### src/rtl/mmm_pkg.sv
// Shared types and system constants for the fetch/execute branch path.
package mmm_pkg;

    localparam int XLEN      = 32;
    localparam int OFFSET    = 2;   // log2 of the instruction size in bytes
    localparam int BRQ_DEPTH = 4;

    typedef struct packed {
        logic [XLEN-1:0] pc;
        logic            pred_taken;
        logic [XLEN-1:0] pred_target;
        logic            btb_hit;
    } branch_info_t;

endpackage

### src/rtl/branch_fifo.sv
// Circular FIFO with an extra pointer bit so full and empty can be told apart.
module branch_fifo #(
    parameter int  DEPTH = 4,
    parameter type T     = logic
) (
    input  logic clk_i,
    input  logic rst_i,
    input  logic clear_i,
    input  logic push_i,
    input  logic pop_i,
    input  T     data_i,
    output T     data_o,
    output logic full_o,
    output logic empty_o
);

    localparam int AW = $clog2(DEPTH);

    logic [AW:0] wr_ptr;
    logic [AW:0] rd_ptr;
    T            mem [DEPTH];
    logic        do_push;
    logic        do_pop;

    assign empty_o = (wr_ptr == rd_ptr);
    assign full_o  = (wr_ptr[AW] != rd_ptr[AW]) && (wr_ptr[AW-1:0] == rd_ptr[AW-1:0]);
    assign data_o  = mem[rd_ptr[AW-1:0]];
    assign do_push = push_i && !full_o && !clear_i;
    assign do_pop  = pop_i && !empty_o && !clear_i;

    // Pointer update; clear drops every entry regardless of push/pop.
    always_ff @(posedge clk_i or posedge rst_i) begin
        if (rst_i) begin
            wr_ptr <= '0;
            rd_ptr <= '0;
        end else if (clear_i) begin
            wr_ptr <= '0;
            rd_ptr <= '0;
        end else begin
            if (do_push) wr_ptr <= wr_ptr + 1'b1;
            if (do_pop)  rd_ptr <= rd_ptr + 1'b1;
        end
    end

    // Storage write; contents are only meaningful between the pointers.
    always_ff @(posedge clk_i) begin
        if (do_push) mem[wr_ptr[AW-1:0]] <= data_i;
    end

endmodule

### src/rtl/branch_resolver.sv
// Matches execute-stage resolutions against fetch-time predictions and
// drives the BTB update port, the mispredict redirect and the miss counter.
module branch_resolver
    import mmm_pkg::*;
#(
    parameter int DEPTH = BRQ_DEPTH
) (
    input  logic            clk_i,
    input  logic            rst_i,
    input  logic            flush_i,
    input  logic            push_valid_i,
    output logic            push_ready_o,
    input  branch_info_t    push_info_i,
    input  logic            res_valid_i,
    output logic            res_ready_o,
    input  logic            res_taken_i,
    input  logic [XLEN-1:0] res_target_i,
    output logic            btb_valid_o,
    output logic            btb_del_entry_o,
    output logic [XLEN-1:0] btb_res_pc_o,
    output logic [XLEN-1:0] btb_res_target_o,
    output logic            mispredict_o,
    output logic [XLEN-1:0] redirect_pc_o,
    output logic [31:0]     mispredict_cnt_o
);

    localparam logic [XLEN-1:0] PC_STEP = XLEN'(1) << OFFSET;

    branch_info_t head;
    logic         fifo_full;
    logic         fifo_empty;
    logic         res_acc;
    logic         miss_taken;
    logic         miss_not_taken;
    logic         mp_acc;
    logic         upd_acc;

    assign push_ready_o = !fifo_full;
    assign res_ready_o  = !fifo_empty;
    assign res_acc      = res_valid_i && !fifo_empty && !flush_i;

    assign miss_taken     = res_taken_i && (!head.pred_taken || (head.pred_target != res_target_i));
    assign miss_not_taken = !res_taken_i && head.pred_taken;
    assign mp_acc         = res_acc && (miss_taken || miss_not_taken);
    // A not-taken branch that still hit in the BTB leaves a stale entry to delete.
    assign upd_acc        = res_acc && (miss_taken || (!res_taken_i && (head.pred_taken || head.btb_hit)));

    branch_fifo #(
        .DEPTH (DEPTH),
        .T     (branch_info_t)
    ) u_fifo (
        .clk_i   (clk_i),
        .rst_i   (rst_i),
        .clear_i (flush_i || mp_acc),
        .push_i  (push_valid_i),
        .pop_i   (res_acc),
        .data_i  (push_info_i),
        .data_o  (head),
        .full_o  (fifo_full),
        .empty_o (fifo_empty)
    );

    // One-cycle BTB update / redirect pulses plus the saturating miss counter.
    always_ff @(posedge clk_i or posedge rst_i) begin
        if (rst_i) begin
            btb_valid_o      <= 1'b0;
            btb_del_entry_o  <= 1'b0;
            btb_res_pc_o     <= '0;
            btb_res_target_o <= '0;
            mispredict_o     <= 1'b0;
            redirect_pc_o    <= '0;
            mispredict_cnt_o <= '0;
        end else begin
            btb_valid_o     <= upd_acc;
            btb_del_entry_o <= upd_acc && !res_taken_i;
            mispredict_o    <= mp_acc;
            if (upd_acc) begin
                btb_res_pc_o     <= head.pc;
                btb_res_target_o <= res_target_i;
            end
            if (mp_acc) begin
                redirect_pc_o <= miss_taken ? res_target_i : head.pc + PC_STEP;
                if (mispredict_cnt_o != '1) mispredict_cnt_o <= mispredict_cnt_o + 1'b1;
            end
        end
    end

endmodule
### config.mk
export PLATFORM = sky130hd
export DESIGN_NAME = branch_resolver
export DESIGN_NICKNAME = d
export VERILOG_FILES = /design/src/rtl/mmm_pkg.sv /design/src/rtl/branch_fifo.sv /design/src/rtl/branch_resolver.sv
export SDC_FILE = /design/constraint.sdc
export NUM_CORES = 1
export LEC_CHECK = 0
export ABC_CLOCK_PERIOD_IN_PS = 14790
export CAP_MARGIN = 20
export CORE_AREA = 4 4 188 190
export DETAILED_ROUTE_END_ITERATION = 8
export DIE_AREA = 0 0 192 194
export GPL_ROUTABILITY_DRIVEN = 0
export GPL_TIMING_DRIVEN = 0
export PLACE_DENSITY = 0.74
export REMOVE_ABC_BUFFERS = 1
export SYNTH_ARGS = -nofsm -noshare
export SYNTH_HDL_FRONTEND = slang
export SYNTH_HIERARCHICAL = 1
export SYNTH_SLANG_ARGS = --single-unit
### constraint.sdc
create_clock -name clk_i -period 14.79 [get_ports clk_i]
set_input_delay 1.479 -clock clk_i [delete_from_list [all_inputs] [get_ports clk_i]]
set_output_delay 1.479 -clock clk_i [all_outputs]
set_load 0.1 [all_outputs]
==> PnR_summary.wiki, run 1 <==
{| class="wikitable"
! Metric !! Value
|-
| Outcome || finished clean
|-
| Minimum setup slack among reg-to-reg paths || 8450 ps
|-
| Remaining DRCs || 0
|-
| Vias in the first global route || 10.4k
|-
| Die outline height || 194 um
|-
| Critical Path Start Type || flip-flop
|-
| Largest cells by area after synthesis || edfxtp_1, dfrtp_1, mux4_2
|-
| Largest voltage drop on the vdd net || 0.212 mV
|-
| Most frequent cell after synthesis || edfxtp_1
|-
| Via-per-instance ratio || 5.64
|-
| Ys Warns || 6
|-
| Number of flops mapped to enable cells by yosys || 264
|-
| IO buf count || 236
|-
| Crit end category || flip-flop
|-
| First drt pass iteration count || 5
|-
| Clock latency on the worst-skew pair || 530 ps
|-
| Total area of multi-input combinational cells || 5100 sq um
|-
| Antenna violation net count after detailed routing || 0
|-
| Tightest Pin Transition || 1090 ps
|-
| P per Cell Area || 221 nW/um^2
|-
| Buf/Inv on CP || 3
|-
| Post-Route WL || 40800 um
|-
| Final Slew Violations || 0
|-
| Async S/R FF share, synth || 0.342
|-
| Final worst clock skew || 17.0 ps
|-
| Starting density of the core || 0.499
|-
| First-pass GRT wire length || approximately 63000 um
|-
| Pin count of the biggest net entering global routing || 70
|-
| Quantity of gates resized following cts || 0
|-
| Ordered cell list for the critical path || buf_16 > mux4_2 > xnor2_1 > nand4_1 > nor4_2 > buf_4 > nor4b_2 > or2_2 > nand2b_1 > a311oi_1 > and2_4 > buf_16
|-
| Final setup fails || 0
|-
| Fin cells || 1764
|-
| Fraction of synthesized cell area taken by the top area cell type || 0.475
|-
| Reg-to-Reg End || u_fifo/mem[3][25]$_DFFE_PP_
|-
| P_leak || 0.00754 uW
|-
| Average size of a mapped cell || 16.2 sq um
|-
| I/O pins || 237
|-
| Sink Count || 401
|-
| Slowest-stage cell, CP || nor4_2
|-
| # placed instances || 1686
|-
| Hold Buf Count CTS || 0
|-
| Master cell of the clock root buffer || clkbuf_16
|-
| Hold WS || approximately 480 ps
|-
| Sequential standard cell area || 11400 sq um
|-
| Overall global routing resource usage || 0.220
|-
| Reg2Reg Depth || 12
|-
| Clock tree from TritonCTS || done
|-
| Worst hold-check path type || flip-flop to flip-flop
|-
| Post-Synthesis Cells || around 1.0k
|-
| Worst Hold Depth || 2
|-
| Clock-pin slew on the worst setup and hold paths || 60 ps
|-
| Seq/Total Area, Yosys || 0.680
|-
| Worst Setup Slack post-DPL || 7380 ps
|-
| CTS H-tree lvls || 2
|-
| Post-CTS setup-driven buffer insertion count || 0
|-
| Share of layout cells above drive strength 1 || 0.180
|-
| Most numerous cell types in the synthesized netlist || edfxtp_1, dfrtp_1, nand2_1
|-
| Largest stage delay on the critical path || 920 ps
|-
| Smallest setup slack after layout || 8450 ps
|-
| Vias post-DR || 9949
|-
| Required time worst endpoint || about 15000 ps
|-
| Setup Total Neg Slack || 0 ps
|-
| Wirelength per Cell || 23.1 um
|-
| Top achievable clock speed || 158 MHz
|-
| Combined area of all synthesized cells || 16700 sq um
|-
| Setup repair after global routing missed its margin || false
|-
| Area growth from synthesis to layout || 26.9%
|-
| Post-synthesis cell type count || 50
|-
| Number of antenna violations at the first check in global routing || 5
|-
| Horizontal die dimension || 192 um
|-
| Max cap viols || 0
|-
| Number of flip-flops and latches in the synthesized netlist || around 400
|-
| Cell family with most CP delay || simple AND/OR/NAND/NOR gates
|-
| Library cell appearing most often on the critical path || buf_16
|-
| FF-to-FF Start || u_fifo/rd_ptr[0]$_DFFE_PP0P_
|-
| Antenna diode count || 0
|-
| Maximum root-to-sink buffer count || 3
|-
| Final Core Density || 0.634
|-
| FP Rows || between 60 and 70
|-
| Predominant post-synthesis flop cell || edfxtp_1
|-
| Standard cell core area || 33400 sq um
|-
| Final cycle utilization of the critical path || 0.429
|-
| Max-slew headroom || 0.272
|-
| Min-Delay Startpoint || redirect_pc_o[22]$_DFFE_PP0P_
|-
| Data arrival, critical path || 6530 ps
|-
| Die footprint || 37200 sq um
|-
| Number of endpoints with negative hold slack in the final report || 0
|-
| Hold path endpoint || redirect_pc_o[22]$_DFFE_PP0P_
|-
| Fill cells || 2377
|-
| Yosys top cell by area || edfxtp_1
|-
| Congestion Overflow GR || 0
|-
| Half-perimeter wire length after detailed placement || between 20000 and 30000 um
|-
| Crit-path max FO || 48
|-
| Final Critical Period || 6340 ps
|-
| DR iter-0 viols || 656
|-
| Total number of nets in the final design || around 1.4k
|-
| Num CTS Buffers || 42
|-
| Kind of critical path || flip-flop to flip-flop
|}
-- cell families (layout without fill, tap and decap cells) --
group,Yosys count,count (layout),share of synthesized area
flip-flops,401,401,0.680
AND/OR/NAND/NOR,249,249,0.0775
AO/OA/AOI/OAI,68,68,0.0276
multiplexers,145,145,0.141
adder cells (fa/ha/maj),7,7,0.00524
buffers and inverters,64,349,0.0172
XOR/XNOR,97,97,0.0513
-- area by class of cell --
cell class,instances,area share
Clock buffer,51,0.0536
Clock inverter,26,0.0122
Inverter,20,0.00378
Multi-Input combinational cell,566,0.241
Sequential cell,401,0.536
Tap cell,448,0.0265
Timing Repair Buffer,252,0.127
-- metrics by stage --
step	power, uW	area [sq um]
final	4680	21200
after global routing	4870	21200
after CTS	4720	21200
after detailed placement	3660	19800
after global placement	3650	19400
after floorplan	3110	16500
-- metal layers --
layer	global-route usage	wire length [um]	share of wire	up-vias
met5	0	64	0.0016	-
met4	0.0441	749	0.018	10
met3	0.0533	3090	0.076	67
met2	0.356	19800	0.48	326
met1	0.309	17100	0.42	5091
li1	-	-	-	4455
-- state kept, by name (all words and copies together), names as in the netlist --
name and count:
u_fifo/wr_ptr 3, u_fifo/rd_ptr 3, mispredict_cnt_o 32, btb_res_pc_o 32
btb_res_target_o 32, btb_valid_o 1, btb_del_entry_o 1, redirect_pc_o 32
u_fifo/mem 264, mispredict_o 1
-- placed cells by master, fill, tap and decap left out, drive strengths merged, types with 5 or more instances in the layout --
cell type and instances:
edfxtp 264, nand2b 5, clkdlybuf4s50 236, or4 6
and3 10, xor2 43, clkbuf 51, nor3 12
bufinv 5, dfrtp 137, buf 16, clkinv 20
o21ai 30, xnor2 54, nor2 31, ha 7
inv 20, nor4 12, nand2 80, mux2i 14
and2 7, o311ai 15, mux4 66, or2 5
nand3 47, o2111ai 5, nand4 25, mux2 65
-- tightest hold or removal path: cells and delay by family, from the launching register on --
kind	cells	cell delay (ps)
compound gates	1	60
flops	1	340
simple gates	1	50
-- report_power, final --
part           internal [uW]  switching [uW]
registers               1410             125
clock network            635             421
logic                    593            1500
-- how the worst max path moves through the flow --
stage | startpoint | end | slack, ps | depth (start not counted)
floorplan | u_fifo/rd_ptr[0]$_DFFE_PP0P_ | btb_res_pc_o[0]$_DFFE_PP0P_ | 5590 | 4
global placement | u_fifo/rd_ptr[0]$_DFFE_PP0P_ | btb_res_pc_o[20]$_DFFE_PP0P_ | -10 | 4
detailed placement | res_target_i[21] | u_fifo/mem[3][52]$_DFFE_PP_ | 7380 | 11
CTS | u_fifo/rd_ptr[0]$_DFFE_PP0P_ | u_fifo/mem[3][49]$_DFFE_PP_ | 7510 | 12
global route | u_fifo/rd_ptr[0]$_DFFE_PP0P_ | u_fifo/mem[3][49]$_DFFE_PP_ | 7960 | 12
finish | u_fifo/rd_ptr[0]$_DFFE_PP0P_ | u_fifo/mem[3][25]$_DFFE_PP_ | 8450 | 12
Power figures use the tool's default switching activity.
==> inputs of run 2 (changes only) <==
--- a/config.mk
+++ b/config.mk
@@ -5,14 +5,14 @@
 export SDC_FILE = /design/constraint.sdc
 export NUM_CORES = 1
 export LEC_CHECK = 0
-export ABC_CLOCK_PERIOD_IN_PS = 14790
+export ABC_CLOCK_PERIOD_IN_PS = 5200
 export CAP_MARGIN = 20
-export CORE_AREA = 4 4 188 190
+export CORE_AREA = 4 4 190 192
 export DETAILED_ROUTE_END_ITERATION = 8
-export DIE_AREA = 0 0 192 194
+export DIE_AREA = 0 0 194 196
 export GPL_ROUTABILITY_DRIVEN = 0
 export GPL_TIMING_DRIVEN = 0
-export PLACE_DENSITY = 0.74
+export PLACE_DENSITY = 0.75
 export REMOVE_ABC_BUFFERS = 1
 export SYNTH_ARGS = -nofsm -noshare
 export SYNTH_HDL_FRONTEND = slang
==> constraint.sdc (replaced) <==
create_clock -name clk_i -period 5.2 [get_ports clk_i]
set_input_delay 0.52 -clock clk_i [delete_from_list [all_inputs] [get_ports clk_i]]
set_output_delay 0.52 -clock clk_i [all_outputs]
set_load 0.1 [all_outputs]
==> run 2 against run 1 <==
  * Register-to-register slack got worse by 8000 ps
  * Critical path type unchanged
  * Hold slack got worse by 110 ps
  * Non-clock buffer count increased by 17
  * Critical endpoint is now u_fifo/mem[0][12]$_DFFE_PP_
  * Maximum frequency increased by 34%
==> PnR_summary.wiki, run 2 (synthesis results as in run 1) <==
{| class="wikitable"
! Metric !! Value
|-
| Outcome || finished clean
|-
| Antenna diode count || 0 (unchanged)
|-
| Final Slew Violations || 0 (unchanged)
|-
| Internal Dissipation || 7490 uW (+180%)
|-
| Congestion Overflow GR || 0 (unchanged)
|-
| Most common cell after layout, fill and taps aside || edfxtp_1
|-
| Share of power burned in registers || 0.321 (-0.007)
|-
| Total number of nets in the final design || 1417 (+1.6%)
|-
| DR iter-0 viols || 798 (+22%)
|-
| Kind of critical path || flip-flop to flip-flop
|-
| Critical Path Start Type || flip-flop
|-
| Crit-path max FO || 37 (-23%)
|-
| P per Cell Area || 626 nW/um^2 (+180%)
|-
| IO buf count || 236 (unchanged)
|-
| Vias post-DR || 10.2k (+3.0%)
|-
| Vias in the first global route || 10.8k (+4.3%)
|-
| Commonest non-fill, non-tap cells in the layout || edfxtp_1, clkdlybuf4s50_1, dfrtp_1
|-
| Top achievable clock speed || 211 MHz (+34%)
|-
| Via-per-instance ratio || 5.71 (+1.3%)
|-
| # placed instances || 1694 (+0.47%)
|-
| Clock-pin slew on the worst setup and hold paths || 70 ps (about the same)
|-
| Area growth from synthesis to layout || 28.2%
|-
| Max cap viols || 0 (unchanged)
|-
| FF-to-FF Start || u_fifo/rd_ptr[0]$_DFFE_PP0P_
|-
| Reg-to-Reg End || u_fifo/mem[0][12]$_DFFE_PP_
|-
| Reg2Reg Depth || 13 (+1)
|-
| Number of antenna violations at the first check in global routing || 2 (-3)
|-
| Overall global routing resource usage || 0.230 (+0.0103)
|-
| Number of flip-flops under the largest register name || 264 (unchanged)
|-
| Final cycle utilization of the critical path || 0.911 (+0.483)
|-
| Combinational fraction of design power || 0.458 (+0.012)
|-
| Clock network fraction of total power || 0.221 (-0.004)
|-
| Total power || 13400 uW (+190%)
|-
| Half-perimeter wire length after detailed placement || 28200 um (+1.6%)
|-
| Minimum setup slack among reg-to-reg paths || 460 ps (-7990 ps)
|-
| Maximum root-to-sink buffer count || 3 (unchanged)
|-
| Hold Buf Count CTS || 0 (unchanged)
|-
| Total area of multi-input combinational cells || 5180 sq um (+1.5%)
|-
| Clock latency on the worst-skew pair || 560 ps (+30 ps)
|-
| Antenna violation net count after detailed routing || 0 (unchanged)
|-
| Remaining DRCs || 0 (unchanged)
|-
| Tightest Pin Transition || 1100 ps (+11.4 ps)
|-
| Switching power total || 5930 uW (+190%)
|-
| I/O pins || 237 (unchanged)
|-
| Required time worst endpoint || 5410 ps (-9570 ps)
|-
| Largest voltage drop on the vdd net || 0.623 mV (+190%)
|-
| Master cell of the clock root buffer || clkbuf_16
|-
| Crit end category || flip-flop
|-
| First drt pass iteration count || 5 (unchanged)
|-
| Sequential standard cell area || 11400 sq um (unchanged)
|-
| Sink Count || 401 (unchanged)
|-
| Wirelength per Cell || 24.4 um (+5.5%)
|-
| Share of total power consumed by net switching || 0.442 (+0.00544)
|-
| Die footprint || 38000 sq um (+2.1%)
|-
| Setup repair after global routing missed its margin || false
|-
| Final worst clock skew || 22.9 ps (+5.85 ps)
|-
| Post-detailed-placement cell area || 19800 sq um (-0.13%)
|-
| Final Critical Period || 4740 ps (-1600 ps)
|-
| CTS H-tree lvls || 2 (unchanged)
|-
| Num CTS Buffers || 42 (unchanged)
|-
| First-pass GRT wire length || 66800 um (+5.8%)
|-
| Share of layout cells above drive strength 1 || 0.192 (+0.0118)
|-
| Horizontal die dimension || 194 um (+1.0%)
|-
| Starting density of the core || 0.486 (-0.0134)
|-
| Setup Total Neg Slack || 0 ps (unchanged)
|-
| Clock tree from TritonCTS || done
|-
| Max-slew headroom || 0.264 (-0.00766)
|-
| Number of endpoints with negative hold slack in the final report || 0 (unchanged)
|-
| Final setup fails || 0 (unchanged)
|-
| Worst hold-check path type || input pin to async pin
|-
| Die outline height || 196 um (+1.0%)
|-
| Data arrival, critical path || 4950 ps (-1580 ps)
|-
| Post-Route WL || 43800 um (+7.3%)
|-
| Fill cells || 2529 (+6.4%)
|-
| Final instance area || 21400 sq um (+1.1%)
|-
| Fin cells || 1794 (+1.7%)
|-
| Pin count of the biggest net entering global routing || 88 (+26%)
|-
| Standard cell core area || 34400 sq um (+2.8%)
|-
| FP Rows || 68 (+1.5%)
|-
| P_leak || 0.00765 uW (+1.4%)
|}
[run 2: cell count changes in the layout (fill, tap and decap cells not counted), moves of 2 or more]
| cell | before | now |
|---|---|---|
| and2_4 | 4 | 8 |
| buf_12 | 3 | 11 |
| buf_16 | 8 | 4 |
| buf_4 | 3 | 13 |
| buf_6 | 1 | 3 |
| bufinv_16 | 5 | 3 |
| clkbuf_1 | 5 | 12 |
| clkbuf_8 | 3 | 6 |
| clkinv_1 | 6 | 2 |
| clkinv_2 | 13 | 8 |
| nor4_2 | 3 | 1 |
[run 2: how the worst max path moves through the flow]
stage	from	endpoint	slack (ps)	depth (start not counted)
global placement	u_fifo/rd_ptr[0]$_DFFE_PP0P_	btb_res_pc_o[28]$_DFFE_PP0P_	-9510	4
finish	u_fifo/rd_ptr[0]$_DFFE_PP0P_	u_fifo/mem[0][12]$_DFFE_PP_	460	13
global route	u_fifo/rd_ptr[0]$_DFFE_PP0P_	u_fifo/mem[0][12]$_DFFE_PP_	160	13
detailed placement	u_fifo/rd_ptr[0]$_DFFE_PP0P_	u_fifo/mem[0][58]$_DFFE_PP_	-2080	13
CTS	u_fifo/rd_ptr[0]$_DFFE_PP0P_	u_fifo/mem[1][16]$_DFFE_PP_	190	13
floorplan	u_fifo/rd_ptr[0]$_DFFE_PP0P_	btb_res_pc_o[0]$_DFFE_PP0P_	-4000	4
[run 2: final cells by class]
type	instances	area share
clock buffer	60	0.0550
timing repair buffer	269	0.133
sequential	401	0.531
multi-input combinational	572	0.242
inverter	20	0.00374
tap	455	0.0266
clock inverter	17	0.00917
[run 2: metrics by stage]
stage / hold WS [ps] / utilization / worst slack [ps]
final: 372 / 0.623 / 461
after global routing: 390 / 0.623 / 156
after CTS: 347 / 0.622 / 190
after detailed placement: 472 / 0.575 / -2080
after global placement: 462 / 0.565 / -9510
after floorplan: 311 / - / -4000
[run 2: power groups by stage]
stage | Sequential [uW] | Combinational, uW | Clock, uW
after CTS | 4320 | 6180 | 3030
final | 4310 | 6140 | 2960
after global routing | 4370 | 6390 | 3170
after floorplan | 7270 | 1580 | 0
after global placement | 4540 | 5860 | 0
after detailed placement | 4460 | 5930 | 0
[run 2: what timing repair did]
item                                    CTS  global route
gates cloned                              6             0
hold endpoints to repair                  0             0
setup buffers                            13             4
endpoints found under the setup margin  357            65
pin swaps                                 6             1
resized for setup                         9             0
[run 2: layer usage]
layer,up-vias,global-route usage,share of wire
li1,4517,-,-
met1,5220,0.314,0.41
met2,427,0.374,0.48
met3,81,0.0577,0.084
met4,4,0.0643,0.027
met5,-,0,0.00050
[run 2: critical path, cell delays in order, from the launching register on]
cell      delay, ps
dfrtp_4         440
buf_16          250
mux4_2          560
xnor2_1         290
nand4_1         200
nor4_4          300
buf_4           200
buf_4           170
nor4b_4         240
or2_4           330
nand2b_1        270
a311oi_4        460
buf_4           240
and2_4          370
